[src/rtl/seq_detector_pkg.sv]
// Shared types and helpers for the serial pattern detector.
package seq_detector_pkg;

  typedef enum logic [1:0] {IDLE, FILL, ARMED} sd_state_t;

  // Width needed to count 0..pat_w accepted bits.
  function automatic int fill_width(input int pat_w);
    return $clog2(pat_w + 1);
  endfunction

endpackage

[src/rtl/sat_counter.sv]
// Saturating up-counter with synchronous clear and a registered all-ones flag.
module sat_counter #(
  parameter int W = 8
) (
  input  logic         clk,
  input  logic         rst,
  input  logic         clr,
  input  logic         inc,
  output logic [W-1:0] cnt,
  output logic         sat
);

  logic [W-1:0] cnt_q, cnt_d;
  logic         sat_q;

  // NOTE: every variable written here gets a default first, so no latch is inferred.
  always_comb begin
    cnt_d = cnt_q;
    if (clr)
      cnt_d = '0;
    else if (inc && (cnt_q != {W{1'b1}}))
      cnt_d = cnt_q + 1'b1;
  end

  // NOTE: sequential state uses non-blocking assignments so all registers update together.
  always_ff @(posedge clk or posedge rst) begin
    if (rst) begin
      cnt_q <= '0;
      sat_q <= 1'b0;
    end else begin
      cnt_q <= cnt_d;
      sat_q <= &cnt_d;
    end
  end

  assign cnt = cnt_q;
  assign sat = sat_q;

endmodule

[src/rtl/seq_detector.sv]
// Serial pattern detector: shifts in qualified bits and pulses match when the
// last PAT_W accepted bits equal PATTERN; keeps a saturating hit count.
module seq_detector
  import seq_detector_pkg::*;
#(
  parameter int               PAT_W   = 4,
  parameter logic [PAT_W-1:0] PATTERN = 4'b1011,
  parameter int               CNT_W   = 8,
  parameter bit               OVERLAP = 1'b1
) (
  input  logic             clk,
  input  logic             rst,
  input  logic             en,
  input  logic             valid_in,
  input  logic             din,
  input  logic             clear,
  output logic             match,
  output logic [CNT_W-1:0] match_cnt,
  output logic             cnt_sat,
  output logic             busy
);

  localparam int               FILL_W    = fill_width(PAT_W);
  localparam logic [FILL_W-1:0] FILL_FULL = FILL_W'(PAT_W);

  sd_state_t         state_q;
  logic [PAT_W-1:0]  hist_q, hist_d;
  logic [FILL_W-1:0] fill_q, fill_d;
  logic              match_q;
  logic              acc, hit, flush_on_hit;

  assign acc    = en & valid_in & ~clear;
  assign hist_d = {hist_q[PAT_W-2:0], din};
  assign fill_d = (fill_q == FILL_FULL) ? fill_q : fill_q + 1'b1;
  assign hit    = acc & (fill_d == FILL_FULL) & (hist_d == PATTERN);
  // Non-overlapping mode restarts the search from scratch after every hit.
  assign flush_on_hit = hit & ~OVERLAP;

  always_ff @(posedge clk or posedge rst) begin
    if (rst) begin
      state_q <= IDLE;
      hist_q  <= '0;
      fill_q  <= '0;
      match_q <= 1'b0;
    end else begin
      match_q <= hit;
      if (!en) begin
        state_q <= IDLE;
        hist_q  <= '0;
        fill_q  <= '0;
      end else if (clear) begin
        state_q <= FILL;
        hist_q  <= '0;
        fill_q  <= '0;
      end else begin
        if (acc) begin
          hist_q <= flush_on_hit ? '0 : hist_d;
          fill_q <= flush_on_hit ? '0 : fill_d;
        end
        unique case (state_q)
          IDLE:    state_q <= FILL;
          FILL:    if (acc && (fill_d == FILL_FULL) && !flush_on_hit) state_q <= ARMED;
          ARMED:   if (flush_on_hit) state_q <= FILL;
          default: state_q <= IDLE;
        endcase
      end
    end
  end

  sat_counter #(.W(CNT_W)) u_cnt (
    .clk (clk),
    .rst (rst),
    .clr (clear),
    .inc (hit),
    .cnt (match_cnt),
    .sat (cnt_sat)
  );

  assign match = match_q;
  assign busy  = (state_q != IDLE);

endmodule

[config.mk]
export PLATFORM = sky130hd
export DESIGN_NAME = seq_detector
export DESIGN_NICKNAME = d
export VERILOG_FILES = /design/src/rtl/seq_detector_pkg.sv /design/src/rtl/sat_counter.sv /design/src/rtl/seq_detector.sv
export SDC_FILE = /design/constraint.sdc
export NUM_CORES = 1
export LEC_CHECK = 0
export CAP_MARGIN = 20
export CORE_UTILIZATION = 46
export CTS_BUF_LIST = sky130_fd_sc_hd__clkbuf_2
export CTS_CLUSTER_SIZE = 30
export DETAILED_ROUTE_END_ITERATION = 7
export PLACE_DENSITY = 0.73
export RECOVER_POWER = 50
export REMOVE_ABC_BUFFERS = 1
export SYNTH_ARGS = -nofsm -noshare
export SYNTH_HDL_FRONTEND = slang
export SYNTH_SLANG_ARGS = --single-unit
[constraint.sdc]
create_clock -name clk -period 7.7 [get_ports clk]
set_clock_uncertainty 0.15 [all_clocks]
set_input_delay 0.77 -clock clk [delete_from_list [all_inputs] [get_ports clk]]
set_output_delay 0.77 -clock clk [all_outputs]
set_load 0.01 [all_outputs]
==> impl_metrics.csv <==
group,metric,value,unit
outcome,status,"finished clean",
floorplan,fp.coreArea,2210,µm²
floorplan,initial_core_utilization,48.9,%
power,ir_worst_vdd,94.6,µV
synthesis,netlist-cell-type-count,41,
drt,wire_per_inst,13.5,µm
layout,layout-drive-gt1-share,7.20,%
drt,drt_pre_antenna_iters,4,
drt,drt_first_iter_violations,24,
place,port-buffer-count,16,
synthesis,synth_flop_cell,"dfrtp_1",
synthesis,count_of_flip_flops_with_a_built_in_enable_after_synthesis,0,
critical_path,arrival,3310,ps
power,power_leakage,0.536,nW
drt,drt_drc_violations_left,0,
place,gp_congestion,0.792,
synthesis,synth_seq_area_share,41.6,%
min_path,hold_path_class,"reg -> reg",
timing,rsz0062_at_grt,"false",
clock_network,sinks_on_the_clock_net,18,
drt,via_count,849,
critical_path,crit_family,"simple AND/OR/NAND/NOR gates",
timing,finalHoldViolCount,0,
timing,setup_violations,0,
clock_network,cts_tree,"built",
clock_network,clock_path_buffers,2,
floorplan,num_rows,17,
grt,globalRoute.totalOverflow,0,
clock_network,clockRootBuffer,"clkbuf_2",
grt,grt_start_max_net_pins,19,
grt,antenna_found_initial,0,
critical_path,crit_path_start_kind,"input port",
power,clock_power_share,27.5,%
place,post-place-cells,149,
synthesis,synth_top_area_share,41.6,%
power,switchingPower,0.0000374,W
synthesis,synth_area_per_cell,9.75,µm²
floorplan,ios,17,
clock_network,cts_hold_repair.buffers,0,
drt,postRouteWirelength,2070,µm
power,comb_power_share,8.1,%
clock_network,tritoncts.num_buffers,3,
synthesis,largest_area_contributor_in_the_synthesized_netlist,"dfrtp_1",
floorplan,die_area,2550,µm²
critical_path,cp_cell_sequence,"dlygate4sd3_1, nand2b_1, nor4bb_1, nand4_1, mux2i_1, a2111o_1, nor4_2",
synthesis,synth_area_leaders,"dfrtp_1 (42%), mux2i_1 (6.5%), nor2_1 (4.5%)",
grt,grt_pass1_wl,3540,µm
layout,final_net_count,135,
timing,finalCritPeriodShare,41.8,%
critical_path,worst_stage_delay_on_the_critical_path,700,ps
critical_path,crit_required,7790,ps
critical_path,r2r_setup_slack,5010,ps
critical_path,end_kind,"flop",
power,power.switching_fraction,25.0,%
critical_path,critical_path.slowest_cell,"dlygate4sd3_1",
grt,grt_util_all_layers,18.9,%
synthesis,ys.warnings.count,0,
floorplan,die-width,50.5,µm
critical_path,cp.buffers_inverters,1,
power,pwr-share-seq,64.5,%
clock_network,cts.clk_slew.worst_paths,170,ps
timing,timing_max_transition_violations_final,0,
power,internal-power,0.000112,W
timing,tightest_slew,654,ps
floorplan,die_h,50.5,µm
power,power-per-cell-area,119,nW/µm²
clock_network,h-tree-depth,1,
synthesis,ffs_latches_synth,18,
layout,num_antenna_cells,0,
grt,first_global_vias,794,
synthesis,synthCells,111,
clock_network,post_cts.repair.setup_buffers,0,
clock_network,cts_resized,0,
run,drv.max_cap_violation_count,0,
timing,totalNegativeSetupSlack,0,ps
timing,post-route-min-period,3220,ps
synthesis,syn-cell-area,1080,µm²
layout,syn_to_final_growth,15.7,%
clock_network,clk-insertion-delay-late,310,ps
critical_path,path_class,"in -> reg",
timing,slew_headroom,56.4,%
drt,drt.antenna.violating_nets,0,
layout,final_cells,153,
critical_path,worstPathMaxFanout,12,
place,hpwlAfterDp,1570,µm
timing,fmax,310,MHz
drt,vias_per_cell,5.55,
synthesis,async_reset_ff_share,100,%
-- Yosys cell counts (all sizes together) (2+ instances only) --
library cell	n
clkbuf	2
ha	3
buf	4
nand4	2
nor3	3
dfrtp	18
and2	2
mux2i	7
a21oi	3
a31oi	4
nand2	12
nor2	13
and4b	2
xnor2	2
and4	2
nor2b	2
xor2	2
nand3	4
nand2b	3
inv	4
-- worst paths after layout --
path	cells after the start	start	endpoint
worst max-delay path	7	clear	u_cnt.sat$_DFF_PP0_
min in group asynchronous	2	rst	u_cnt.cnt[5]$_DFF_PP0_
worst min register to register	2	hist_q[2]$_DFFE_PP0P_	hist_q[2]$_DFFE_PP0P_
max in group asynchronous	2	rst	u_cnt.cnt[7]$_DFF_PP0_
worst max register to register	8	fill_q[0]$_DFFE_PP0P_	u_cnt.sat$_DFF_PP0_
worst min-delay path	2	hist_q[2]$_DFFE_PP0P_	hist_q[2]$_DFFE_PP0P_
-- stage by stage --
step / setup WS [ps] / instance area, µm² / total power, W / util, % / hold slack [ps]
3_5_place_dp: 4360 / 1240 / 0.000111 / 56.1 / 373
3_3_place_gp: 4440 / 1240 / 0.000111 / 56.1 / 372
2_1_floorplan: 5260 / 1050 / 0.000105 / - / 328
4_1_cts: 4700 / 1260 / 0.000152 / 57.0 / 411
6_report: 4480 / 1250 / 0.000149 / 56.6 / 405
5_1_grt: 4370 / 1250 / 0.000156 / 56.6 / 437
-- flip-flops by register name, indices dropped and copies added, names as in the netlist --
register   count
match          1
u_cnt.cnt      8
state_q        2
hist_q         3
u_cnt.sat      1
fill_q         3
-- tightest hold or removal path: cells and delay by family (launching register included) --
family	cells	cell delay (ps)
DFF	1	370
and+or+nand+nor	1	90
muxes	1	60
-- logic make-up after synthesis --
logic type               after synthesis  share of synthesized area (%)
AND/OR/NAND/NOR                       54                           28.8
flip-flops                            18                           41.6
AO/OA/AOI/OAI                         14                           10.6
buffers and inverters                 10                           4.74
multiplexers                           8                           7.51
XOR/XNOR                               4                           3.24
adder cells (fa/ha/maj)                3                           3.47
-- cell usage in the layout (no fill, tap or decap), drive strengths merged, types with 3 or more instances in the layout --
cell,synthesis,final
mux2i,7,7
dfrtp,18,18
nand2,12,12
a21oi,3,3
nor3,3,3
ha,3,3
inv,4,4
clkbuf,2,3
a31oi,4,4
nand2b,3,3
nand3,4,4
nor2,13,13
clkdlybuf4s50,0,14
-- power by group through the flow --
| stage | combinational, W | clock (W) | sequential [W] |
|---|---|---|---|
| after floorplan | 0.00000671 | 0 | 0.0000979 |
| after global placement | 0.0000127 | 0 | 0.0000980 |
| after detailed placement | 0.0000128 | 0 | 0.0000981 |
| after CTS | 0.0000129 | 0.0000432 | 0.0000964 |
| after global routing | 0.0000137 | 0.0000461 | 0.0000966 |
| final | 0.0000120 | 0.0000411 | 0.0000964 |
-- area by class of cell --
class                      count  area, µm²
clock inverter                 1       3.75
sequential                    18        450
tap                           28       35.0
multi-input combinational     83        573
fill                         195        960
inverter                       4       15.0
clock buffer                   3       15.0
timing repair buffer          16        160
-- metal layers --
layer | global-route usage, % | wire length, µm
met1 | 27.0 | 970
met2 | 28.4 | 991
met3 | 1.82 | 67
met4 | 9.72 | 43
met5 | 0 | 0
Power figures use the tool's default switching activity.
